## config.mk

```make
export PLATFORM = sky130hd
export DESIGN_NAME = hdb3_decoder
export DESIGN_NICKNAME = d
export VERILOG_FILES = /design/src/rtl/hdb3_decoder_pkg.sv /design/src/rtl/hdb3_v_detect.sv /design/src/rtl/hdb3_decoder.sv
export SDC_FILE = /design/constraint.sdc
export NUM_CORES = 1
export LEC_CHECK = 0
export ABC_AREA = 1
export BUFFER_PORTS_ARGS = -buffer_cell sky130_fd_sc_hd__buf_2
export CAP_MARGIN = 10
export CORE_MARGIN = 1
export CORE_UTILIZATION = 30
export DETAILED_ROUTE_END_ITERATION = 10
export PLACE_DENSITY = 0.56
export SYNTH_ARGS = -nofsm -noshare
export SYNTH_HDL_FRONTEND = slang
export SYNTH_SLANG_ARGS = --single-unit
```

## constraint.sdc

```tcl
create_clock -name i_clk -period 1.4 [get_ports i_clk]
set_clock_uncertainty 0.15 [all_clocks]
set_input_delay 0.21 -clock i_clk [delete_from_list [all_inputs] [get_ports i_clk]]
set_output_delay 0.21 -clock i_clk [all_outputs]
set_load 0.005 [all_outputs]
```

## src/rtl/hdb3_decoder_pkg.sv

```systemverilog
// Shared HDB3 rail codes and the per-cycle classification record used by the decoder.
// Optional checks are enabled with `define HDB3_ERR_CHK_EN (see hdb3_v_detect).
package hdb3_decoder_pkg;

  localparam logic [1:0] HDB3_POS  = 2'b01;
  localparam logic [1:0] HDB3_NEG  = 2'b10;
  localparam logic [1:0] HDB3_ZERO = 2'b00;
  localparam logic [1:0] HDB3_ILL  = 2'b11;

  // Classification of the current symbol
  typedef struct packed {
    logic mark;
    logic is_v;
    logic err;
  } vdet_t;

  function automatic logic is_pulse(input logic [1:0] code);
    return (code == HDB3_POS) || (code == HDB3_NEG);
  endfunction

endpackage

```

## src/rtl/hdb3_v_detect.sv

```systemverilog
// Classifies each symbol as mark / V / space from polarity history.
// With HDB3_ERR_CHK_EN defined it also flags illegal codes, zero runs >3 and repeated-polarity Vs.
module hdb3_v_detect
  import hdb3_decoder_pkg::*;
(
  input  logic       i_clk,
  input  logic       i_rst_n,
  input  logic [1:0] i_code,
  output vdet_t      o_vd
);

  logic r_last_pol;   // 1 = positive
  logic r_pol_vld;
  logic w_pulse;
  logic w_pol;
  logic w_is_v;
  logic w_err;

  assign w_pulse = is_pulse(i_code);
  assign w_pol   = (i_code == HDB3_POS);
  assign w_is_v  = w_pulse && r_pol_vld && (w_pol == r_last_pol);

  always_ff @(posedge i_clk or negedge i_rst_n) begin
    if (!i_rst_n) begin
      r_last_pol <= 1'b1;
      r_pol_vld  <= 1'b0;
    end else if (w_pulse) begin
      r_last_pol <= w_pol;
      r_pol_vld  <= 1'b1;
    end
  end

`ifdef HDB3_ERR_CHK_EN
  logic [1:0] r_zrun;
  logic       r_last_v_pol;
  logic       r_v_seen;
  logic       w_zero;

  assign w_zero = (i_code == HDB3_ZERO);

  // Zero-run saturates at 3 so every zero beyond the third is flagged
  always_ff @(posedge i_clk or negedge i_rst_n) begin
    if (!i_rst_n) begin
      r_zrun       <= 2'd0;
      r_last_v_pol <= 1'b0;
      r_v_seen     <= 1'b0;
    end else begin
      if (w_pulse)
        r_zrun <= 2'd0;
      else if (w_zero && (r_zrun != 2'd3))
        r_zrun <= r_zrun + 2'd1;
      if (w_is_v) begin
        r_v_seen     <= 1'b1;
        r_last_v_pol <= w_pol;
      end
    end
  end

  assign w_err = (i_code == HDB3_ILL)
               | (w_zero && (r_zrun == 2'd3))
               | (w_is_v && r_v_seen && (w_pol == r_last_v_pol));
`else
  assign w_err = 1'b0;
`endif

  assign o_vd.mark = w_pulse && !w_is_v;
  assign o_vd.is_v = w_is_v;
  assign o_vd.err  = w_err;

endmodule

```

## src/rtl/hdb3_decoder.sv

```systemverilog
// HDB3 receive decoder: 4-symbol delay line that is wiped on every V to drop the substitution.
// Error flag is only live when HDB3_ERR_CHK_EN is defined; otherwise o_err is constant 0.
module hdb3_decoder
  import hdb3_decoder_pkg::*;
#(
  parameter int DLY = 4
) (
  input  logic       i_clk,
  input  logic       i_rst_n,
  input  logic [1:0] i_hdb3_code,
  output logic       o_data,
  output logic       o_valid,
  output logic       o_err
);

  vdet_t          w_vd;
  logic [DLY-1:0] r_sr;
  logic [2:0]     r_fill;

  hdb3_v_detect u_vdet (
    .i_clk   (i_clk),
    .i_rst_n (i_rst_n),
    .i_code  (i_hdb3_code),
    .o_vd    (w_vd)
  );

  // The oldest entry leaves before the wipe, so a V never reaches back past t-3
  always_ff @(posedge i_clk or negedge i_rst_n) begin
    if (!i_rst_n) begin
      r_sr    <= '0;
      o_data  <= 1'b0;
      o_valid <= 1'b0;
      o_err   <= 1'b0;
      r_fill  <= 3'd0;
    end else begin
      o_data <= r_sr[DLY-1];
      r_sr   <= w_vd.is_v ? '0 : {r_sr[DLY-2:0], w_vd.mark};
      if (r_fill != 3'(DLY))
        r_fill <= r_fill + 3'd1;
      o_valid <= (r_fill == 3'(DLY));
      o_err   <= w_vd.err;
    end
  end

endmodule
```

==> metrics.csv <==
stage,metric,value,unit
synthesis,post-synthesis instance area,455.4,µm²
synthesis,Synth cell types,13,
drt,1st-iter DRT viols,0,
setup_path,Setup Crit Path Kind,reg -> reg,
synthesis,Synth async-reset ratio,100.0,%
sta,RSZ-0062 raised after global routing,no,
run_status,outcome,completed,
synthesis,"count leader, synth",inv_1,
clock_network,Clock Pin Slew Worst Setup and Hold Paths,60,ps
synthesis,Commonest cells post-synth,"inv_1 (12), nand2_1 (11), dfrtp_1 (10)",
pwr,Static Leakage,0.0003019,µW
clock_network,clk sinks,11,
synthesis,"top cells by area, synth","dfrtp_1 (55%), inv_1 (9.9%), nand2_1 (9.1%)",
placed_design,Post-DP HPWL,439.4,µm
clock_network,clk_lat worst skew,260,ps
global_route,vias in the first global route,259,
setup_path,CP Data Required Time,1430,ps
sta,Tmin final,1227,ps
pwr,Pwr Total,603.7,µW
sta,fin crit share,87.63,%
global_route,GRT Util Overall,10.95,%
setup_path,Setup crit start kind,flip-flop,
cells_and_area,Layout area overhead,15.93,%
min_path,hold crit path type,in -> async,
placed_design,IO buf count,5,
sta,setup violators final,0,
sta,final worst setup slack,173.2,ps
synthesis,syn nets,52,
drt,DR WL met2,270,µm
job,Max-Cap Viols,0,
die,Die ar.,1678,µm²
setup_path,CP Max Fanout,5,
pwr,peak supply drop,485.8,µV
die,IO Count,7,
synthesis,"EDFF count, synth",0,
pwr,PwrDens,1143,nW/µm²
die,Chip Height,40.97,µm
clock_network,H-tree depth,1,
clock_network,Bufs on Longest Clock Path,2,
synthesis,sequential area share after synthesis,60.71,%
setup_path,Critical Path AT,1260,ps
drt,drt pass-1 iters,1,
cells_and_area,"Core Util, Final",39.11,%
global_route,grt total ovfl,0,
clock_network,CTS root buffer,clkbuf_4,
clock_network,total CTS buffers,3,
clock_network,CTS tree,yes,
clock_network,CTS resizes,0,
cells_and_area,area taken by flip-flops and latches,276.5,µm²
synthesis,Yosys top cell area share,54.95,%
synthesis,Synth Warn #,0,
drt,vias,285,
sta,Fin Setup TNS,0,ps
die,# rows,13,
cells_and_area,share of cells above drive strength 1,20.37,%
drt,WL met1,279,µm
setup_path,crit end category,flip-flop,
synthesis,leading area contributor after synthesis,dfrtp_1,
drt,DRT antenna net count,0,
drt,DRC errors left,0,
die,Starting Density,33.73,%
placed_design,gpl congestion,0.7285,
cells_and_area,final std cells w/o fill,69,
drt,Top Layer Used,met4,
sta,"Slew Viols, Final",0,
die,core area,1350,µm²
drt,per-cell routed wire length,8.899,µm
global_route,first-pass GRT wire length,1.083,mm
drt,Met3 Routed Length,49,µm
global_route,largest net degree at the start of global routing,12,
global_route,initial antenna violation count,0,
die,die width,40.97,µm
synthesis,syn_area_per_cell,10.12,µm²
cells_and_area,multi-input logic area,126.4,µm²
placed_design,post-placement cell count,64,
synthesis,ys flop type,dfrtp_1,
cells_and_area,diode count,0,
drt,drt via density,4.130,
drt,final wirelength,614,µm
sta,Peak Freq,0.8151,GHz
cells_and_area,Fill cells,144,
synthesis,Synth Register Bits,11,
sta,Fin. Hold Viols,0,
cells_and_area,nets@finish,62,
placed_design,post-place setup slack,104.8,ps
synthesis,Syn Inst Count,45,
[worst max-delay path, stage by stage (launching register included)]
cell and delay [ps]:
dfrtp_1 400, inv_1 60, ha_1 180, nand2_1 160
xor2_1 190
[layer usage]
layer  GRT usage, %  up-vias
met1          11.26      128
met4          7.500        0
met3          6.522        2
met2          16.41       10
met5              0        -
li1               -      145
[state kept, by name, summed over array words and instances (netlist names)]
| signal | flops |
|---|---|
| r_fill | 3 |
| r_sr | 4 |
| o_data | 1 |
| o_valid | 1 |
| u_vdet.r_last_pol | 1 |
| u_vdet.r_pol_vld | 1 |
[through the flow]
stage	area [µm²]	hold slack (ps)
floorplan	455.4	-235.6
global placement	491.7	-66.06
detailed placement	491.7	-62.88
CTS	528.0	183.5
global route	528.0	200.1
finish	528.0	181.2
[power breakdown]
group	switching [µW]	internal, µW	total, µW
clock	95.7	110	206
sequential	6.51	340	347
combinational	30.5	20.7	51.2
total	133	471	604
[final timing paths]
| kind | endpoint | depth (start not counted) | slack [ps] | startpoint |
|---|---|---|---|---|
| min in group i_clk | u_vdet.r_last_pol | 3 | 190 | i_hdb3_code[0] |
| min | r_fill[2] | 2 | 180 | i_rst_n |
| max in group asynchronous | u_vdet.r_last_pol | 2 | 660 | i_rst_n |
| max | r_fill[0] | 4 | 170 | r_fill[0] |
| min reg2reg | o_data | 0 | 200 | r_sr[3] |
| max reg2reg | r_fill[0] | 4 | 170 | r_fill[0] |
[cell usage in the layout, fill, tap and decap left out, drive strengths merged]
cell type    instances
inv                 12
dfrtp               10
xor2                 1
nor2                 1
ha                   3
nand3                1
dlygate4sd3          1
o21ai                2
conb                 1
nand2               11
xnor2                1
buf                  5
clkbuf               4
dfstp                1
[what timing repair did]
action,CTS,global route
buffers inserted,0,0
endpoints found under the hold margin,11,0
hold buffers,1,0
[layout make-up]
class / count / area share, %
Sequential cell: 11 / 52.37
Timing Repair Buffer: 6 / 6.635
Tap cell: 15 / 3.555
Clock buffer: 4 / 4.976
Multi-Input combinational cell: 21 / 23.93
Inverter: 12 / 8.531
[kinds of logic (layout without fill, tap and decap cells)]
kind of cell	Yosys count	in the layout	synth area share (%)
and+or+nand+nor	13	13	12.64
xor gates and xnor gates	2	2	3.847
other	1	1	0.8234
DFF	11	11	60.72
AOI/OAI and AO/OA	2	2	2.196
buffers and inverters	13	22	11.54
adders and majority gates	3	3	8.243
(Power assumes the default switching activity.)
